==> config.mk <==
export PLATFORM = sky130hd
export DESIGN_NAME = alu_result_stage_flat
export DESIGN_NICKNAME = d
export VERILOG_FILES = /design/src/rtl/alu_result_pkg.sv /design/src/rtl/alu_result_stage_if.sv /design/src/rtl/result_skid_buf.sv /design/src/rtl/alu_result_stage.sv /design/src/flat_wrapper.sv
export SDC_FILE = /design/constraint.sdc
export NUM_CORES = 1
export LEC_CHECK = 0
export CAP_MARGIN = 20
export CORE_ASPECT_RATIO = 1.4
export CORE_MARGIN = 1
export CORE_UTILIZATION = 43
export DETAILED_ROUTE_END_ITERATION = 6
export PLACE_DENSITY = 0.76
export SETUP_SLACK_MARGIN = 0.15
export SYNTH_ARGS = -nofsm -noshare
export SYNTH_HDL_FRONTEND = slang
export SYNTH_HIERARCHICAL = 1
export SYNTH_SLANG_ARGS = --single-unit
==> constraint.sdc <==
create_clock -name clk -period 1.3 [get_ports clk]
set_input_delay 0.26 -clock clk [delete_from_list [all_inputs] [get_ports clk]]
set_output_delay 0.26 -clock clk [all_outputs]
set_load 0.02 [all_outputs]
==> src/rtl/alu_result_pkg.sv <==
// rtl/alu_result_pkg.sv - shared constants and types for the ALU result stage
package alu_result_pkg;

    localparam int DATA_W = 16;
    localparam int REG_W  = 3;

    localparam logic [2:0] COND_AL = 3'b000;
    localparam logic [2:0] COND_EQ = 3'b001;
    localparam logic [2:0] COND_NE = 3'b010;
    localparam logic [2:0] COND_LT = 3'b011;
    localparam logic [2:0] COND_LE = 3'b100;

    localparam int ST_Z = 0;
    localparam int ST_N = 1;
    localparam int ST_V = 2;

    typedef struct packed {
        logic [DATA_W-1:0] c;
        logic [REG_W-1:0]  rd;
        logic              wb_en;
    } entry_t;

    typedef enum logic [1:0] {
        BUF_EMPTY = 2'd0,
        BUF_ONE   = 2'd1,
        BUF_FULL  = 2'd2
    } buf_state_e;

endpackage

==> src/rtl/alu_result_stage_if.sv <==
// rtl/alu_result_stage_if.sv - ALU-side, writeback-side and branch signals of the result stage
interface alu_result_stage_if #(
    parameter int W  = 16,
    parameter int RW = 3
);
    logic          in_valid;
    logic          in_ready;
    logic [W-1:0]  alu_out;
    logic          alu_z;
    logic          alu_n;
    logic          alu_ovf;
    logic          load_status;
    logic [RW-1:0] rd_in;
    logic          wb_en_in;
    logic          out_valid;
    logic          out_ready;
    logic [W-1:0]  C;
    logic [RW-1:0] rd_out;
    logic          wb_en_out;
    logic [2:0]    status;
    logic [2:0]    cond;
    logic          br_taken;

    modport slave (
        input  in_valid, alu_out, alu_z, alu_n, alu_ovf, load_status, rd_in, wb_en_in,
        input  out_ready, cond,
        output in_ready, out_valid, C, rd_out, wb_en_out, status, br_taken
    );

    modport master (
        output in_valid, alu_out, alu_z, alu_n, alu_ovf, load_status, rd_in, wb_en_in,
        output out_ready, cond,
        input  in_ready, out_valid, C, rd_out, wb_en_out, status, br_taken
    );
endinterface

==> src/rtl/result_skid_buf.sv <==
// rtl/result_skid_buf.sv - generic two-entry valid/ready elastic buffer
module result_skid_buf
    import alu_result_pkg::*;
#(
    parameter int DW = 20
) (
    input  logic          clk,
    input  logic          reset,
    input  logic          in_valid_i,
    output logic          in_ready_o,
    input  logic [DW-1:0] in_data_i,
    output logic          out_valid_o,
    input  logic          out_ready_i,
    output logic [DW-1:0] out_data_o
);

    buf_state_e    state_q, state_d;
    logic [DW-1:0] head_q, head_d;
    logic [DW-1:0] tail_q, tail_d;
    logic          in_ready_q, in_ready_d;
    logic          push, pop;

    assign push        = in_valid_i && in_ready_q;
    assign pop         = (state_q != BUF_EMPTY) && out_ready_i;
    assign in_ready_o  = in_ready_q;
    assign out_valid_o = (state_q != BUF_EMPTY);
    assign out_data_o  = head_q;

    always_comb begin
        state_d = state_q;
        head_d  = head_q;
        tail_d  = tail_q;
        case (state_q)
            BUF_EMPTY: begin
                if (push) begin
                    head_d  = in_data_i;
                    state_d = BUF_ONE;
                end
            end
            BUF_ONE: begin
                if (push && pop) begin
                    head_d = in_data_i;
                end else if (push) begin
                    tail_d  = in_data_i;
                    state_d = BUF_FULL;
                end else if (pop) begin
                    state_d = BUF_EMPTY;
                end
            end
            BUF_FULL: begin
                if (pop) begin
                    head_d  = tail_q;
                    state_d = BUF_ONE;
                end
            end
            default: state_d = BUF_EMPTY;
        endcase
        // Registered ready looks ahead at the next state, so it never depends on out_ready_i combinationally.
        in_ready_d = (state_d != BUF_FULL);
    end

    always_ff @(posedge clk) begin
        if (reset) begin
            state_q    <= BUF_EMPTY;
            head_q     <= '0;
            tail_q     <= '0;
            in_ready_q <= 1'b1;
        end else begin
            state_q    <= state_d;
            head_q     <= head_d;
            tail_q     <= tail_d;
            in_ready_q <= in_ready_d;
        end
    end

endmodule

==> src/rtl/alu_result_stage.sv <==
// rtl/alu_result_stage.sv - writeback buffer, status register and branch evaluation; V flag enabled by ALU_RESULT_OVF_EN
module alu_result_stage
    import alu_result_pkg::*;
#(
    parameter int W  = DATA_W,
    parameter int RW = REG_W
) (
    input logic                clk,
    input logic                reset,
    alu_result_stage_if.slave  bus
);

    localparam int EW = W + RW + 1;

    logic [EW-1:0] push_data;
    logic [EW-1:0] head_data;
    logic          buf_in_ready;
    logic          buf_out_valid;
    logic          accept;
    logic [2:0]    status_q, status_d;
    logic [2:0]    new_flags;
    logic          br;

    assign push_data = {bus.alu_out, bus.rd_in, bus.wb_en_in};
    assign accept    = bus.in_valid && buf_in_ready;

    result_skid_buf #(.DW(EW)) u_buf (
        .clk         (clk),
        .reset       (reset),
        .in_valid_i  (bus.in_valid),
        .in_ready_o  (buf_in_ready),
        .in_data_i   (push_data),
        .out_valid_o (buf_out_valid),
        .out_ready_i (bus.out_ready),
        .out_data_o  (head_data)
    );

    assign bus.in_ready  = buf_in_ready;
    assign bus.out_valid = buf_out_valid;
    assign bus.C         = head_data[EW-1 -: W];
    assign bus.rd_out    = head_data[RW:1];
    assign bus.wb_en_out = head_data[0];

`ifdef ALU_RESULT_OVF_EN
    assign new_flags = {bus.alu_ovf, bus.alu_n, bus.alu_z};
`else
    assign new_flags = {1'b0, bus.alu_n, bus.alu_z};
`endif

    // Status follows acceptance order, independent of when the entry is written back.
    always_comb begin
        status_d = status_q;
        if (accept && bus.load_status) begin
            status_d = new_flags;
        end
    end

    always_ff @(posedge clk) begin
        if (reset) begin
            status_q <= '0;
        end else begin
            status_q <= status_d;
        end
    end

    assign bus.status = status_q;

    // With V held at 0, LT and LE naturally reduce to N and N|Z.
    always_comb begin
        br = 1'b0;
        case (bus.cond)
            COND_AL: br = 1'b1;
            COND_EQ: br = status_q[ST_Z];
            COND_NE: br = !status_q[ST_Z];
            COND_LT: br = status_q[ST_N] ^ status_q[ST_V];
            COND_LE: br = (status_q[ST_N] ^ status_q[ST_V]) | status_q[ST_Z];
            default: br = 1'b0;
        endcase
    end

    assign bus.br_taken = br;

endmodule

==> src/flat_wrapper.sv <==
// flat-port wrapper written by rule: the top's interface ports become plain ports
module alu_result_stage_flat import alu_result_pkg::*;
#(
    parameter int W  = DATA_W,
    parameter int RW = REG_W
)
  (clk, reset, bus_in_valid, bus_alu_out, bus_alu_z, bus_alu_n, bus_alu_ovf, bus_load_status, bus_rd_in, bus_wb_en_in, bus_out_ready, bus_cond, bus_in_ready, bus_out_valid, bus_C, bus_rd_out, bus_wb_en_out, bus_status, bus_br_taken);
  alu_result_stage_if #(.W(W), .RW(RW)) bus_i ();
  input logic clk;
  input logic reset;
  input wire logic [$bits(bus_i.in_valid)-1:0] bus_in_valid;
  input wire logic [$bits(bus_i.alu_out)-1:0] bus_alu_out;
  input wire logic [$bits(bus_i.alu_z)-1:0] bus_alu_z;
  input wire logic [$bits(bus_i.alu_n)-1:0] bus_alu_n;
  input wire logic [$bits(bus_i.alu_ovf)-1:0] bus_alu_ovf;
  input wire logic [$bits(bus_i.load_status)-1:0] bus_load_status;
  input wire logic [$bits(bus_i.rd_in)-1:0] bus_rd_in;
  input wire logic [$bits(bus_i.wb_en_in)-1:0] bus_wb_en_in;
  input wire logic [$bits(bus_i.out_ready)-1:0] bus_out_ready;
  input wire logic [$bits(bus_i.cond)-1:0] bus_cond;
  output wire logic [$bits(bus_i.in_ready)-1:0] bus_in_ready;
  output wire logic [$bits(bus_i.out_valid)-1:0] bus_out_valid;
  output wire logic [$bits(bus_i.C)-1:0] bus_C;
  output wire logic [$bits(bus_i.rd_out)-1:0] bus_rd_out;
  output wire logic [$bits(bus_i.wb_en_out)-1:0] bus_wb_en_out;
  output wire logic [$bits(bus_i.status)-1:0] bus_status;
  output wire logic [$bits(bus_i.br_taken)-1:0] bus_br_taken;
  assign bus_i.in_valid = bus_in_valid;
  assign bus_i.alu_out = bus_alu_out;
  assign bus_i.alu_z = bus_alu_z;
  assign bus_i.alu_n = bus_alu_n;
  assign bus_i.alu_ovf = bus_alu_ovf;
  assign bus_i.load_status = bus_load_status;
  assign bus_i.rd_in = bus_rd_in;
  assign bus_i.wb_en_in = bus_wb_en_in;
  assign bus_i.out_ready = bus_out_ready;
  assign bus_i.cond = bus_cond;
  assign bus_in_ready = bus_i.in_ready;
  assign bus_out_valid = bus_i.out_valid;
  assign bus_C = bus_i.C;
  assign bus_rd_out = bus_i.rd_out;
  assign bus_wb_en_out = bus_i.wb_en_out;
  assign bus_status = bus_i.status;
  assign bus_br_taken = bus_i.br_taken;
  alu_result_stage #(.W(W), .RW(RW)) u_core (.clk(clk), .reset(reset), .bus(bus_i));
endmodule
Word level (Yosys, flattened, before mapping)
Cells that the tools add are included.

Output and inout port bits: 26. Register bits after elaboration: 45. Logic and storage cells: 39.

Multiplexer cells: 11. Reduce and logical (&&, ||, !) cells: 11. Equal/unequal tests: 10. Bitwise logic cells: 2.

Operator list (number): $mux 20 (3); $pmux 20 s3 (1); $mux 2 (5); $eq 3x2->1 const B (2); $ne 2x2->1 const B (3); $pmux 2 s3 (1); $pmux 1 s5 (1); $logic_and 1x1->1 (4); $reduce_and 4->1 (1); $eq 3x1->1 const B (1); $eq 3x3->1 const B (1); $logic_not 3->1 (1); $reduce_and 3->1 (1); $reduce_bool 3->1 (1); $eq 2x1->1 const B (1); $eq 2x2->1 const B (1); $logic_not 2->1 (1); $ne 2x1->1 const B (1); $reduce_bool 2->1 (1); $logic_not 1->1 (1); $not 1->1 (1); $or 1x1->1 (1).

Logic depth before layout (Yosys ltp)
Word-level depth: 7. Depth in mapped cells: 5.

Cells and area by module
The synthesis kept the hierarchy.

By module, submodules not included: result_skid_buf (seq. area each 860.8 sq um, area an instance 1908.1 sq um, cells an instance 195, times used 1); alu_result_stage (seq. area each 40.0 sq um, area an instance 123.9 sq um, cells an instance 15, times used 1).

Least setup slack after synthesis
No wires, ideal clock.

Kind: register to output. Start: register u_core.status_q[0], in the netlist u_core/bus.status[0]. End: output port bus_br_taken. Data arrival time: 1.118 ns. Slack: -0.078 ns. Cell stages (with the launch flop): 4. Path through: dfxtp_1 -> mux2_1 -> a21oi_1 -> o21ai_1.

Word-level cells in the longest chain between the ends: 2. Elaborated cells between the ends (all ways): 3.

RTL lines: from (decl) (line alu_result_stage.sv:20) `logic [2:0] status_q, status_d;`; from (signal assigned) (line alu_result_stage.sv:62) `status_q <= status_d;`; $or 1x1->1 or $logic_not 1->1 (tied branches) (line alu_result_stage.sv:76, alu_result_stage.sv:74); $pmux 1 s5 (*) (line alu_result_stage.sv:71) `case (bus.cond)`; to (decl) (line flat_wrapper.sv:27) `output wire logic [$bits(bus_i.br_taken)-1:0] bus_br_taken;`.

Mark *: on every way between the ends. The rest lies on a longest branch, timed or not.

Worst setup path in the final report
Ends and elaborated chain as after synthesis.

==> impl_metrics.yaml <==
power:
  p_int_mw: 2.448
  p_per_area_nw_per_um2: 1054
  p_total_mw: 3.273
  leakage_nw: 1.373
  switchingPower_mw: 0.8243
  peakVddDrop_mv: 0.6494
  combPwrFrac_pct: 21.2
  clkPwrFrac_pct: 33.2
  p_seq_share_pct: 45.7
  p_sw_share_pct: 25.19
floorplan:
  rows: 29
  core_area_um2: 4536
  die_area_um2: 5008
  start_util_pct: 44.80
  fp.dieW_um: 60.10
  die_h_um: 83.34
  ioPinCount: 57
outcome:
  failed_checks: "setup timing"
  status: "finished, violations left"
cells_and_area:
  layout_common_cells: "dfxtp_1 (40), clkdlybuf4s50_1 (27), nor2_1 (24), mux2i_1 (23)"
  n_antenna_cell: 0
  fin_area_um2: 3105
  fillers: 345
  multi_input_area_um2: 1267
  layout_commonest_cell: "dfxtp_1"
  drive_gt1_share_pct: 46.62
  final_cell_count_no_fill: 343
  fin_nets: 311
  area_growth_pct: 52.83
  seqCellArea_um2: 912.1
clock_network:
  cts_made_buffers: 5
  clk_pin_slew_worst_paths_ns: 0.08
  root_buffer: "clkbuf_8"
  ctsLongestPathBuffers: 2
  insertion_delay_ns: 0.29
  cts_sinks: 45
  htreeDepth: 2
  cts_tree: "built"
worst_setup_path:
  cpLargestDelayFamily: "flip-flops"
  worstPathCellList: "mux2_4 > a21oi_2 > o21ai_2 > buf_6"
  end_kind: "primary output"
  critPathMaxFanout: 4
  critPathBufInv: 1
  worstSetupPathType: "flip-flop to primary output"
  crit_required_ns: 1.04
  r2r-start: "u_core/u_buf/state_q[0]$_SDFF_PP0_"
  worstPathArrival_ns: 1.30
  startpoint: "u_core/bus.status[0]$_SDFFE_PP0P_"
  max_stage_delay_ns: 0.38
  critPathLaunchType: "flip-flop"
  cp_slowest_cell: "dfxtp_4"
timing:
  layout_min_cycle_time_ns: 1.563
  slew_violations: 0
  rsz0062_at_grt: "true"
  fin_ws_ns: -0.2631
  hold_ws_ns: 0.4456
  timing_hold_violations_final: 0
  fin_crit_sh_pct: 120.2
  finClkSkew_ns: 0.005779
  finalSetupViolCount: 42
  fmax_ghz: 0.6398
placed_design:
  globalplace.congestion: 0.6846
  placed_cells: 330
  pre_cts_ws_ns: -0.7243
  post_dp_cell_area_um2: 2739
  port-buffer-count: 54
  dp_hpwl_mm: 2.920
global_route:
  grt-ovfl-total: 0
  grt_pass1_vias: 1706
  grt_util_all_layers_pct: 20.13
  grt_start_max_net_pins: 24
  grt_pass1_wl_mm: 7.638
  antenna_found_initial: 0
synth:
  synth-async-reset-ratio_pct: 0
  yosys_most_used_dff: "dfxtp_1"
  syn_nets: 241
  syn_avg_cell_area_um2: 9.676
  synth_cells: 210
  ys_ff_latch: 45
  yosysUniqueCellTypes: 28
  yosysWarnings: 6
  ys_seq_area_share_pct: 44.33
  synth_edf_count: 0
  netlist_area_um2: 2032
detailed_routing:
  drt_pre_antenna_iters: 4
  drtAntennaViolNets: 0
  via_count: 1731
  vias_per_cell: 5.047
  drc: 0
  wirelength_mm: 4.743
  first_iter_violations: 40
  drt-wirelength-per-cell_um: 13.83
job:
  cap_violations: 0
min_path:
  hold_class: "input pin to flip-flop"
  holdCritStartpoint: "bus_out_ready"
## power groups by stage
stage | registers, mW | clock network, mW | logic (mW)
after global placement | 1.52 | 0 | 0.631
after floorplan | 1.58 | 0 | 0.302
after global routing | 1.50 | 1.15 | 0.740
after CTS | 1.49 | 1.11 | 0.661
after detailed placement | 1.52 | 0 | 0.639
final | 1.49 | 1.09 | 0.692
## stage by stage
step           setup TNS (ns)  utilization [%]
2_1_floorplan               0                -
3_3_place_gp           -17.28            60.39
3_5_place_dp           -18.62            60.39
4_1_cts                -1.783            65.27
5_1_grt                -5.721            68.47
6_report               -3.303            68.47
## registers in the layout, indices dropped and copies added, names as in the netlist
name                     cells
u_core/u_buf/out_data_o     20
u_core/bus.status            2
u_core/u_buf/in_ready_o      1
u_core/u_buf/tail_q         20
u_core/u_buf/state_q         2
## logic make-up after synthesis
| family | count (synthesis) | share of synthesized area (%) |
|---|---|---|
| other | 1 | 0.1846 |
| muxes | 44 | 26.48 |
| buffers and inverters | 16 | 5.727 |
| DFF | 45 | 44.33 |
| and+or+nand+nor | 76 | 15.40 |
| AOI/OAI and AO/OA | 28 | 7.882 |
## layer usage
metal	wire length, µm	up-vias	track usage [%]
met5	0	-	0
met4	132	0	9.937
met3	272	13	6.231
met2	2485	57	32.32
met1	1853	818	23.43
li1	-	843	-
## final timing paths
kind         slack [ns]                                       to  depth (start not counted)
max               -0.26                             bus_br_taken                          4
min                0.45       u_core/u_buf/in_ready_o$_SDFF_PP1_                          2
max reg2reg       -0.15  u_core/u_buf/out_data_o[5]$_SDFFE_PP0P_                          6
min reg2reg        0.47      u_core/u_buf/tail_q[0]$_SDFFE_PP0P_                          2
## cell type report
type	instances	share of cell area, %
multi-input cells	149	40.81
clock buffers	7	2.780
well taps	62	2.498
repair buffers	77	23.33
flip-flops and latches	45	29.37
inverters	2	0.2417
clock inverters	1	0.9670
## cell usage after synthesis (2+ instances only)
cell	instances	area [µm²]
nand3_1	3	15.01
mux2_4	19	285.3
buf_12	2	40.04
buf_2	4	20.02
nor2_1	25	93.84
a21oi_1	23	115.1
nand2_1	41	153.9
o21ai_0	2	10.01
inv_1	2	7.510
mux2i_1	23	230.2
buf_6	2	22.52
clkbuf_1	4	15.01
dfxtp_1	45	900.9
## what timing repair did
item,4_1_cts,5_1_grt
hold buffers,0,0
setup endpoints to repair,67,47
pin swaps,39,8
gates cloned,2,0
resized for setup,166,33
setup buffers,2,1
Note: power is estimated with default switching activity, not from simulation.
==> edit 1 (same flow settings) <==
The package constant `DATA_W` goes from 16 to 32.
--- a/src/rtl/alu_result_pkg.sv
+++ b/src/rtl/alu_result_pkg.sv
@@ -3,3 +3,3 @@
 
-    localparam int DATA_W = 16;
+    localparam int DATA_W = 32;
     localparam int REG_W  = 3;
Interface: changed (resized bus_C and bus_alu_out); port bits go from 57 to 89. No check against the original RTL was run, so the function may have changed too.
==> edit 1 against the unedited design <==
Total power increased by 86%. Sequential cell count increased by 32. Combinational power is 99% higher. Setup slack worse by 0.047 ns. Final area up 81%. Sequential share of layout area down 1.5 points. The flow still finishes with violations (setup timing). Largest cell class unchanged. Routed wire length grew 99%. Worst hold slack got worse by 0.28 ns. Area after synthesis increased by 68%. Clock skew is 0.0067 ns higher.
==> edit 1: results (changes against the unedited design) <==
Routing
  – Routed length on met1: 3.76 mm (+100%)
  – WL met2: 5.22 mm (+110%)
  – Final wirelength: 9.45 mm (+99%)
  – Met3 WL: 294 µm (+8.1%)
  – Vias: 2893 (+67%)
  – Routed WL per cell: 16.3 µm (+18%)
  – Iter 0 DRT Violations: 117 (+190%)

Worst setup path
  – Delay of the slowest critical-path stage: 0.37 ns
  – R2r setup slk: -0.26 ns (-0.11 ns)
  – Worst Path Arrival: 1.35 ns (+0.05 ns)
  – Capturing point of the worst reg2reg path: u_core/u_buf/out_data_o[14]
  – Worst Reg2Reg Path Length in Cells: 7 (+1)
  – Critical Path End: bus_br_taken

Cells and area
  – Non-clk buf share: 28.9% (+5.5 points)
  – Share of cells above drive strength 1: 52.5% (+5.9 points)
  – Clock Buffer Count: 12 (+5)
  – #MultiIn Comb: 244 (+64%)
  – Register area: 1570 µm² (+72%)
  – Fillers: 536 (+55%)
  – Nets: 523 (+68%)
  – Bufs w/o clock: 142 (+84%)

Placed design
  – DP Cell Count: 533 (+62%)
  – HPWL after DPL: 5.22 mm (+79%)
  – Dpl ws: -0.714 ns (+0.0101 ns)
  – DP Area: 4490 µm² (+64%)
  – RePlAce Congestion: 0.694 (+1.3%)
  – PortBufs: 86 (+59%)

Clocking
  – Number of H-tree levels: 3 (+1)
  – Skew-Pair Late Insertion Delay: 0.35 ns (+0.06 ns)
  – Clk sink count: 77 (+71%)
  – Clock transition at the registers of the reported paths: 0.07 ns
  – CTS buffer count: 9 (+4)

Synthesis
  – Syn nets: 393 (+63%)
  – Post-Syn Instances: 346 (+65%)
  – Register area share after synthesis: 45.2% (+0.86 points)
  – Synth top area cells: dfxtp_1, mux2_4, mux2i_1
  – Synth cell types: 29 (+3.6%)
  – Top cells by count, synth: dfxtp_1, nand2_1, mux2i_1

Min path
  – Hold Crit Endpoint: u_core/u_buf/state_q[0]

Global route
  – First-pass GRT wire length: 14.8 mm (+94%)
  – Pin count of the biggest net entering global routing: 45 (+88%)
  – GR Layer Usage met3: 3.81% (-2.4 points)
  – GR Layer Usage met1: 24.9% (+1.4 points)
  – Vias in the first global route: 3088 (+81%)
  – Met2 usage: 44.8% (+12 points)
  – Total Routing Usage GR: 23.3% (+3.2 points)

Floorplanning
  – CORE AREA: 7700 µm² (+70%)

Timing
  – # setup viols final: 74 (+76%)
  – Worst Skew: 0.0125 ns (+0.00672 ns)
  – Setup_tns: -12.58 ns (-9.28 ns)
  – Final worst slack: -0.310 ns (-0.0471 ns)
  – Worst Hold Margin: 0.162 ns (-0.284 ns)

Outcome
  – Run status: finished, violations left
  – Failing checks: setup timing

Pwr
  – Leak pwr: 2.48 nW (+81%)
  – Sequential Power: 0.00257 W (+72%)
  – Sw frac: 25.1% (-0.075 points)
  – Pwr Density: 1080 nW/µm² (+2.6%)
==> edit 1: cell count changes in the layout (fill, tap and decap cells not counted), sizes merged, moves of 16 or more <==
cell	unedited run	this run
mux2i	23	41
nand2	41	73
mux2	21	37
buf	48	98
dfxtp	45	77
==> edit 1: kinds of logic (layout without fill, tap and decap cells) <==
group | count (synthesis) | in the layout | synth area share, %
AND/OR/NAND/NOR | 123 | 123 | 14.7
multiplexers | 78 | 78 | 27.4
flip-flops | 77 | 77 | 45.2
AO/OA/AOI/OAI | 42 | 42 | 6.60
buffers and inverters | 25 | 159 | 5.94
other | 1 | 1 | 0.110
==> edit 1: timing repair <==
| action | CTS | global route |
|---|---|---|
| endpoints found under the setup margin | 116 | 104 |
| gates resized for setup | 284 | 76 |
| hold buffers | 0 | 0 |
| gates cloned | 10 | 0 |
| endpoints found under the hold margin | 0 | 0 |
| pin swaps | 61 | 27 |
| buffers inserted | 20 | 2 |
==> edit 2 (config.mk and constraints unchanged) <==
Made on the original files. Encoding of `buf_state_e`: now one-hot (3 bits for 3 states).
--- a/src/rtl/alu_result_pkg.sv
+++ b/src/rtl/alu_result_pkg.sv
@@ -22,6 +22,6 @@
 
-    typedef enum logic [1:0] {
-        BUF_EMPTY = 2'd0,
-        BUF_ONE   = 2'd1,
-        BUF_FULL  = 2'd2
+    typedef enum logic [2:0] {
+        BUF_EMPTY = 3'b001,
+        BUF_ONE   = 3'b010,
+        BUF_FULL  = 3'b100
     } buf_state_e;
Check against the original RTL: same outputs for any inputs over 10 cycles, from zero or initial values and one cycle with reset high; not proved beyond that.
==> edit 2 against the unedited design <==
The flow still finishes with violations (setup timing). Setup slack worse by 0.027 ns. Fmax down 1.7%. Final cell count up 0.87%. Routed wire length up 34%. Total power up 8.3%. Final area up 11%. Sequential cell count up 1. Count of clock-buffer cells in the layout unchanged. Clock skew up 0.0053 ns. Worst hold slack worse by 0.20 ns. Area after synthesis up 2.3%. Critical path type unchanged.
==> edit 2: results (changes against the unedited design) <==
Placed design
  – HPWL after DPL: 3.25 mm (+11%)
  – DP Area: 2820 µm² (+3.1%)
  – PortBufs: 54 (unchanged)
  – RePlAce Congestion: 0.773 (+13%)

Pwr
  – Max VDD drop: 0.858 mV (+32%)
  – Sequential Power: 0.00153 W (+3%)
  – Net Switching: 0.000936 W (+14%)
  – Total power draw: 0.00354 W (+8.3%)
  – Leak pwr: 1.49 nW (+8.5%)
  – Clock group total power: 0.00123 W (+13%)

Global route
  – Met2 usage: 41.0% (+8.6 points)
  – GR Layer Usage met3: 5.08% (-1.1 points)
  – GR Layer Usage met1: 24.2% (+0.75 points)
  – First-pass GRT wire length: 8.65 mm (+13%)
  – Pin count of the biggest net entering global routing: 45 (+88%)
  – Vias in the first global route: 1824 (+6.9%)
  – Total Routing Usage GR: 23.1% (+3.0 points)
  – Initial antenna violation count: 0 (unchanged)

Routing
  – Drt pass-1 iters: 4 (unchanged)
  – DR vias/cell: 5.47 (+8.3%)
  – Routed length on met1: 2.26 mm (+22%)
  – Max Used Layer: met4
  – Iter 0 DRT Violations: 98 (+150%)
  – Routed WL per cell: 18.4 µm (+33%)
  – Met3 WL: 277 µm (+1.8%)
  – WL met2: 3.63 mm (+46%)

Timing
  – Setup_tns: -8.11 ns (-4.80 ns)
  – Final worst slack: -0.290 ns (-0.0265 ns)
  – Worst Skew: 0.0110 ns (+0.00525 ns)
  – # setup viols final: 45 (+7.1%)

Synthesis
  – Synth async-reset ratio: 0% (unchanged)
  – Synth cell types: 31 (+11%)
  – Ys Warns: 6 (unchanged)
  – Syn nets: 228 (-5.4%)
  – Ys flop type: dfxtp_1
  – Top cells by count, synth: dfxtp_1, mux2i_1, nor2_1
  – Synth top area cells: dfxtp_1, mux2i_1, a211oi_2
  – Register area share after synthesis: 44.3% (-0.051 points)

Worst setup path
  – Critical Path Start: u_core/bus.status[0]
  – CP top delay family: flip-flops
  – Delay of the slowest critical-path stage: 0.37 ns
  – Worst Path Arrival: 1.33 ns (+0.03 ns)
  – CP Max Fanout: 2 (-2)
  – FF-to-FF Start: u_core/u_buf/state_q[0]
  – Crit-path slowest cell: dfxtp_2

Cells and area
  – Nets: 314 (+0.96%)
  – Antenna diodes: 0 (unchanged)
  – Share of cells above drive strength 1: 49.3% (+2.7 points)
  – Fillers: 304 (-12%)

Clocking
  – CTS Root Cell: clkbuf_8
  – Skew-Pair Late Insertion Delay: 0.30 ns
  – CTS buffer count: 5 (unchanged)
  – Number of H-tree levels: 2 (unchanged)
  – Max clock buf depth: 2 (unchanged)

Min path
  – Worst hold path class: in -> reg
  – Beginning of the worst hold path: reset

Outcome
  – Failing checks: setup timing
  – Run status: finished, violations left
[edit 2: path summary, 6_finish.rpt]
| check | end | slack [ns] | cells after the start |
|---|---|---|---|
| setup / recovery | bus_br_taken | -0.29 | 4 |
| hold / removal | u_core/u_buf/in_ready_o | 0.24 | 2 |
| setup reg to reg | u_core/u_buf/out_data_o[6] | -0.26 | 6 |
| hold reg to reg | u_core/u_buf/tail_q[1] | 0.50 | 2 |
[edit 2: what timing repair did]
action / in CTS / in global routing
setup endpoints to repair: 69 / 48
pin swaps: 23 / 26
buffers inserted: 6 / 4
resized for setup: 147 / 55
cloned: 6 / 1
[edit 2: kinds of logic (layout without fill, tap and decap cells)]
group,Yosys count,after routing,synth area share [%]
AND/OR/NAND/NOR,59,62,14.3
flip-flops,46,46,44.3
multiplexers,45,45,21.7
AO/OA/AOI/OAI,29,29,14.9
buffers and inverters,17,101,4.69
other,1,1,0.180
[edit 2: final cells by class]
| cell class | instances | area share, % |
|---|---|---|
| Clock inverter | 1 | 0.874 |
| Timing Repair Buffer | 92 | 26.7 |
| Sequential cell | 46 | 27.3 |
| Tap cell | 62 | 2.26 |
| Clock buffer | 7 | 3.13 |
| Multi-Input combinational cell | 137 | 39.6 |
| Inverter | 1 | 0.109 |
[edit 2: stage by stage]
stage | setup slack, ns | util [%] | instances
after floorplan | -0.0100 | - | 197
after global placement | -0.672 | 61.8 | 321
after detailed placement | -0.712 | 61.8 | 321
after CTS | -0.255 | 68.4 | 341
after global routing | -0.358 | 75.1 | 346
final | -0.290 | 75.1 | 346
[edit 2: worst reg2reg max path: stages, from the launching register on]
cell and delay (ns):
dfxtp_4 0.37, buf_6 0.12, nor3b_4 0.28, and2_4 0.32, buf_6 0.16, nor3_1 0.06
a211oi_2 0.18
